## src/rtl/seg_timer_sched_pkg.sv

```systemverilog
// Shared definitions for the seconds scheduler: channel state encoding,
// board clock rate and the constant clog2 used to size the prescaler.
package seg_timer_sched_pkg;

    typedef enum logic {
        CH_IDLE = 1'b0,
        CH_RUN  = 1'b1
    } ch_state_t;

    localparam int CLK_HZ          = 50000000;
    localparam int TICK_CYCLES_DEF = CLK_HZ;

    function automatic int clog2(input int value);
        int result;
        result = 0;
        for (int v = value - 1; v > 0; v = v >> 1) begin
            result = result + 1;
        end
        return result;
    endfunction

endpackage

```

## src/rtl/seg_timer_sched_tick_gen.sv

```systemverilog
// Free-running prescaler producing the shared one-cycle tick and the
// SEGUNDO square wave that flips together with every tick.
module tick_gen
    import seg_timer_sched_pkg::*;
#(
    parameter int TICK_CYCLES = TICK_CYCLES_DEF
) (
    input  logic mclk,
    input  logic reset,
    output logic tick,
    output logic segundo
);

    // A one-cycle timebase still needs a one-bit counter to stay legal.
    localparam int            CW   = (clog2(TICK_CYCLES) < 1) ? 1 : clog2(TICK_CYCLES);
    localparam logic [CW-1:0] LAST = CW'(TICK_CYCLES - 1);

    logic [CW-1:0] count_reg;
    logic [CW-1:0] count_next;
    logic          tick_reg;
    logic          tick_next;
    logic          segundo_reg;
    logic          segundo_next;
    logic          wrap;

    assign wrap = (count_reg == LAST);

    always_comb begin
        count_next   = wrap ? '0 : count_reg + 1'b1;
        tick_next    = wrap;
        segundo_next = segundo_reg ^ wrap;
    end

    always_ff @(posedge mclk) begin
        if (!reset) begin
            count_reg   <= '0;
            tick_reg    <= 1'b0;
            segundo_reg <= 1'b0;
        end else begin
            count_reg   <= count_next;
            tick_reg    <= tick_next;
            segundo_reg <= segundo_next;
        end
    end

    assign tick    = tick_reg;
    assign segundo = segundo_reg;

endmodule

```

## src/rtl/seg_timer_sched.sv

```systemverilog
// Multi-channel seconds scheduler: NCH independent countdown channels all
// clocked by one shared tick from the prescaler.
module seg_timer_sched
    import seg_timer_sched_pkg::*;
#(
    parameter int TICK_CYCLES = TICK_CYCLES_DEF,
    parameter int NCH         = 4,
    parameter int PW          = 8
) (
    input  logic              mclk,
    input  logic              reset,
    input  logic [NCH-1:0]    start,
    input  logic [NCH-1:0]    stop,
    input  logic [NCH*PW-1:0] period,
    output logic              tick,
    output logic [NCH-1:0]    busy,
    output logic [NCH-1:0]    done,
    output logic              SEGUNDO
);

    logic tick_w;

    tick_gen #(
        .TICK_CYCLES (TICK_CYCLES)
    ) u_tick_gen (
        .mclk    (mclk),
        .reset   (reset),
        .tick    (tick_w),
        .segundo (SEGUNDO)
    );

    assign tick = tick_w;

    for (genvar gi = 0; gi < NCH; gi++) begin : g_ch
        ch_state_t      state_reg;
        ch_state_t      state_next;
        logic [PW-1:0]  remaining_reg;
        logic [PW-1:0]  remaining_next;
        logic           done_reg;
        logic           done_next;
        logic           busy_out;
        logic [PW-1:0]  load_val;

        assign load_val = period[gi*PW +: PW];

        always_ff @(posedge mclk) begin
            if (!reset) begin
                state_reg     <= CH_IDLE;
                remaining_reg <= '0;
                done_reg      <= 1'b0;
            end else begin
                state_reg     <= state_next;
                remaining_reg <= remaining_next;
                done_reg      <= done_next;
            end
        end

        // Priority in RUN: stop, then retrigger, then the tick.
        always_comb begin
            state_next     = state_reg;
            remaining_next = remaining_reg;
            done_next      = 1'b0;
            case (state_reg)
                CH_IDLE: begin
                    if (start[gi] && !stop[gi]) begin
                        if (load_val != '0) begin
                            state_next     = CH_RUN;
                            remaining_next = load_val;
                        end else begin
                            done_next = 1'b1;
                        end
                    end
                end
                CH_RUN: begin
                    if (stop[gi]) begin
                        state_next     = CH_IDLE;
                        remaining_next = '0;
                    end else if (start[gi]) begin
                        if (load_val == '0) begin
                            state_next     = CH_IDLE;
                            remaining_next = '0;
                            done_next      = 1'b1;
                        end else begin
                            remaining_next = load_val;
                        end
                    end else if (tick_w) begin
                        if (remaining_reg <= PW'(1)) begin
                            state_next     = CH_IDLE;
                            remaining_next = '0;
                            done_next      = 1'b1;
                        end else begin
                            remaining_next = remaining_reg - 1'b1;
                        end
                    end
                end
                default: begin
                    state_next     = CH_IDLE;
                    remaining_next = '0;
                end
            endcase
        end

        always_comb begin
            busy_out = (state_reg == CH_RUN);
        end

        assign busy[gi] = busy_out;
        assign done[gi] = done_reg;
    end

endmodule

```

## config.mk

```make
export PLATFORM = sky130hd
export DESIGN_NAME = seg_timer_sched
export DESIGN_NICKNAME = d
export VERILOG_FILES = /design/src/rtl/seg_timer_sched_pkg.sv /design/src/rtl/seg_timer_sched_tick_gen.sv /design/src/rtl/seg_timer_sched.sv
export SDC_FILE = /design/constraint.sdc
export NUM_CORES = 1
export LEC_CHECK = 0
export BUFFER_PORTS_ARGS = -buffer_cell sky130_fd_sc_hd__clkbuf_2
export CAP_MARGIN = 20
export CORE_ASPECT_RATIO = 1.1
export CORE_MARGIN = 2
export CORE_UTILIZATION = 54
export DETAILED_ROUTE_END_ITERATION = 10
export PLACE_DENSITY = 0.78
export SKIP_LAST_GASP = 1
export SYNTH_ARGS = -nofsm -noshare
export SYNTH_HDL_FRONTEND = slang
export SYNTH_SLANG_ARGS = --single-unit
```

## constraint.sdc

```tcl
create_clock -name mclk -period 5.3 [get_ports mclk]
set_input_delay 0 -clock mclk [delete_from_list [all_inputs] [get_ports mclk]]
set_output_delay 0 -clock mclk [all_outputs]
set_load 0.01 [all_outputs]
```

==> impl_summary.md <==
Pwr
The leakage power is 0.001827 uW. The switching power is 327.4 uW. Of the total power, combinational logic draws 0.187. The internal power of the cells totals roughly 800 uW. The worst-case IR drop observed on VDD is 0.1884 mV.

Dividing total power by cell area gives a power density of 244.6 nW/um^2. The clock network fraction of total power is 0.321. The switching power as a share of total power is 0.2903. The share of total power dissipated in sequential elements is 0.492.

Clock tree
After clock tree synthesis, the clock-pin slew on the worst setup and hold paths is 0.07 ns. After clock tree synthesis, the repair step resized 0 gates. The number of clock buffers added by TritonCTS is 9. The number of setup buffers added after CTS is 0. TritonCTS built the clock tree.

The TritonCTS sink count is 68. The maximum clock insertion buffer count is 2. Clock tree synthesis selected as its root buffer the cell sky130_fd_sc_hd__clkbuf_8. After clock tree synthesis, the flow added hold-fix buffers numbering 14.

The latest clock arrival within the worst-skew pair is 0.33 ns. The CTS H-tree depth is 3.

STA
Headroom to the max-slew limit came out at 0.3641. After layout, the minimum clock period comes to 2.385 ns. The number of hold violations in the final report is 0. On the final layout, the worst clock skew is 0.008804 ns. The maximum clock rate is 419.2 MHz. Dividing the final minimum period by the clock period gives 0.4500. On the final layout, the worst hold slack is roughly 0.027 ns. Setup repair after global routing left no endpoint under its margin. After routing, the total negative slack on setup checks comes to 0 ns. The final-report max-slew violation count is 0.

For the pin with the worst max-slew slack, the measured transition is approximately 0.95 ns. Setup violations remaining at the end of the flow were counted as 0.

Logic synthesis
The share of the synthesized area in the top cell type is 0.3336. The synthesized design contains 68 register bits. The synthesis warning total is 0. The share of flip-flops with an asynchronous set or reset after synthesis is 0. After synthesis the cells add up to 4080 um^2. The synthesized netlist contains 65 unique library cells.

The post-synthesis area per instance is a little under 8 um^2. sky130_fd_sc_hd__dfxtp_1 takes more of the synthesized area than any other cell. The number of nets in the synthesized netlist is around 570. The flip-flop cell with the highest count after synthesis is sky130_fd_sc_hd__dfxtp_1. The number of flops mapped to enable cells by yosys is 0. Ranked by total cell area, the synthesized netlist is headed by sky130_fd_sc_hd__dfxtp_1 (33%), sky130_fd_sc_hd__nor2_1 (5.8%), sky130_fd_sc_hd__nand2_1 (5.1%), sky130_fd_sc_hd__a21oi_1 (3.3%), sky130_fd_sc_hd__xor2_1 (2.8%). Of the synthesized area, sequential elements account for 0.3336. The post-synthesis instance total is 518.

Placed design
The post-place instance area is ~4300 um^2. The global placer's final weighted congestion is 0.9121. The HPWL reported at the end of detailed placement is 6945 um. The count of input and output buffers is between 50 and 60.

Critical path
The worst setup path is launched from a register. The slack of the worst reg-to-reg path is between 2 and 3 ns. Along the worst path, the maximum fanout reaches 23. The count of cells along the worst register-to-register path is 6. At the worst endpoint, the arrival time is 2.56 ns.

The critical path buffer and inverter count is 0. The cell family with the largest share of critical-path delay is simple AND/OR/NAND/NOR gates. The worst setup path is of the reg2reg kind. The worst path required time is between 5 and 6 ns. The logic depth of the worst setup path including buffers is 6. STA classifies the critical path endpoint as a register.

Walking the worst path, the cells encountered are ha_1, nand3_1, nor4b_2, and4_1, nand2b_1, nor2_1. On the critical path, the stage with the largest delay is an instance of sky130_fd_sc_hd__nand2b_1. The largest single stage delay on the critical path is 0.68 ns.

Global route
The maximum number of pins on one net before global-route repair is 50. Global routing finished with a remaining overflow of 0. For this run, the total global-route usage over all layers was measured as 0.2372.

The number of global-route vias before repair is 3505. The initial antenna violation count was 0. The first global-routing pass estimated 15770 um of wire.

Cells and area
Of the cells placed in the final design, the portion with a size suffix greater than 1 is 0.1458. The register with the most flip-flops in the layout has 32 of them. The final non-filler cell area is 4611 um^2. In the final design database the tool counted 622 nets.

The repair_antennas step left the layout with diodes totalling 0. The area growth from synthesis to layout is 13.00%.

Routing
The count of antenna-violating nets left after detailed routing is 0. The number of design rule violations left after detail routing is 0. The routed design has between 9000 and 10000 um of wire.

The number of vias in the routed layout is 4014. The number of detailed-route iterations in the first pass is 5. The wire length per cell is 14.56 um.

The initial DRC count is 251. The ratio of routed vias to standard cells is 6.054.

Floorplan
The core region is 7391 um^2. For this configuration, the core starts out at a cell density of 0.5521. The row count is 33. The total die area is 8268 um^2. The overall die width is 86.88 um. The chip height is 95.17 um. Pin placement for this block handled 52 I/O pins.

Min path
The kind of path behind the tightest hold check is in2reg. The worst hold path was traced through 4 stages.

Run status
The run finished with clean final reports.

Flow run
The total of max-cap violations is 0.
[cell usage in the layout, fill, tap and decap left out, types with 9 or more instances in the layout]
master                          count
sky130_fd_sc_hd__xnor2_1           10
sky130_fd_sc_hd__o21ai_0           21
sky130_fd_sc_hd__and3_1            14
sky130_fd_sc_hd__inv_1             13
sky130_fd_sc_hd__a22oi_1            9
sky130_fd_sc_hd__xor2_1            13
sky130_fd_sc_hd__nand2b_1          12
sky130_fd_sc_hd__nor4_1            16
sky130_fd_sc_hd__nor2_1            63
sky130_fd_sc_hd__nand3_1           22
sky130_fd_sc_hd__nor3_1            22
sky130_fd_sc_hd__a21oi_1           27
sky130_fd_sc_hd__clkbuf_2          51
sky130_fd_sc_hd__nand2_1           55
sky130_fd_sc_hd__o211ai_1          14
sky130_fd_sc_hd__dfxtp_1           68
sky130_fd_sc_hd__ha_1               9
sky130_fd_sc_hd__clkbuf_8          10
sky130_fd_sc_hd__or3_1              9
sky130_fd_sc_hd__dlygate4sd3_1     14
[synthesized netlist by cell type (6+ instances only)]
cell type / number
sky130_fd_sc_hd__ha_1: 9
sky130_fd_sc_hd__nor4_1: 16
sky130_fd_sc_hd__a32oi_1: 6
sky130_fd_sc_hd__a22oi_1: 9
sky130_fd_sc_hd__xnor2_1: 10
sky130_fd_sc_hd__or3_1: 9
sky130_fd_sc_hd__nand2_1: 55
sky130_fd_sc_hd__o211ai_1: 14
sky130_fd_sc_hd__a21oi_1: 27
sky130_fd_sc_hd__nor2_1: 63
sky130_fd_sc_hd__and3_1: 14
sky130_fd_sc_hd__inv_1: 13
sky130_fd_sc_hd__nor3_1: 22
sky130_fd_sc_hd__nand3_1: 22
sky130_fd_sc_hd__clkbuf_1: 8
sky130_fd_sc_hd__nand2b_1: 12
sky130_fd_sc_hd__buf_4: 8
sky130_fd_sc_hd__o21ai_0: 21
sky130_fd_sc_hd__xor2_1: 13
sky130_fd_sc_hd__dfxtp_1: 68
sky130_fd_sc_hd__nor2b_1: 7
sky130_fd_sc_hd__nand4_1: 8
[worst paths after layout]
check,endpoint,startpoint
setup / recovery,u_tick_gen.count_reg[5],u_tick_gen.count_reg[0]
hold / removal,g_ch[3].remaining_reg[4],period[28]
setup reg to reg,u_tick_gen.count_reg[5],u_tick_gen.count_reg[0]
hold reg to reg,u_tick_gen.count_reg[0],u_tick_gen.count_reg[0]
[power by group through the flow]
stage	Clock (uW)	Combinational [uW]	Sequential, uW
floorplan	0	148	559
global placement	0	195	564
detailed placement	0	200	565
CTS	373	208	553
global route	398	235	557
finish	362	211	554
[through the flow]
step | setup slack, ns | utilization | power, uW | std cells
4_1_cts | 2.905 | 0.6238 | 1134 | 663
2_1_floorplan | 3.522 | - | 707.5 | 518
3_3_place_gp | 3.052 | 0.5829 | 759.6 | 633
6_report | 2.915 | 0.6238 | 1128 | 663
5_1_grt | 2.650 | 0.6238 | 1190 | 663
3_5_place_dp | 2.942 | 0.5829 | 764.7 | 633
[worst min-delay path, cell delays in order]
cell	delay (ns)
sky130_fd_sc_hd__clkbuf_2	0.09
sky130_fd_sc_hd__nand2_1	0.06
sky130_fd_sc_hd__a21o_1	0.11
sky130_fd_sc_hd__a21oi_1	0.05
[per-layer routing]
metal | track usage | vias to the layer above | wire (um)
li1 | - | 2003 | -
met1 | 0.3158 | 1862 | 4513
met2 | 0.3817 | 138 | 4543
met3 | 0.03463 | 11 | 465
met4 | 0.1029 | 0 | 133
met5 | 0 | - | 0
[cell type report]
| type | count | area [um^2] |
|---|---|---|
| tap | 87 | 108.9 |
| clock buffer | 14 | 152.6 |
| multi-input combinational | 414 | 2534 |
| inverter | 13 | 48.80 |
| sequential | 68 | 1361 |
| clock inverter | 2 | 10.01 |
| timing repair buffer | 65 | 395.4 |
| fill | 664 | 2780 |
[cells by family (layout without fill, tap and decap cells)]
| kind of cell | Yosys count | after routing | share of synthesized area |
|---|---|---|---|
| compound gates | 125 | 125 | 0.2180 |
| xor+xnor | 23 | 23 | 0.04937 |
| fa+ha+maj | 9 | 9 | 0.02760 |
| buf+inv | 36 | 94 | 0.04539 |
| flops | 68 | 68 | 0.3336 |
| simple gates | 257 | 257 | 0.3260 |
(Power assumes the default switching activity.)
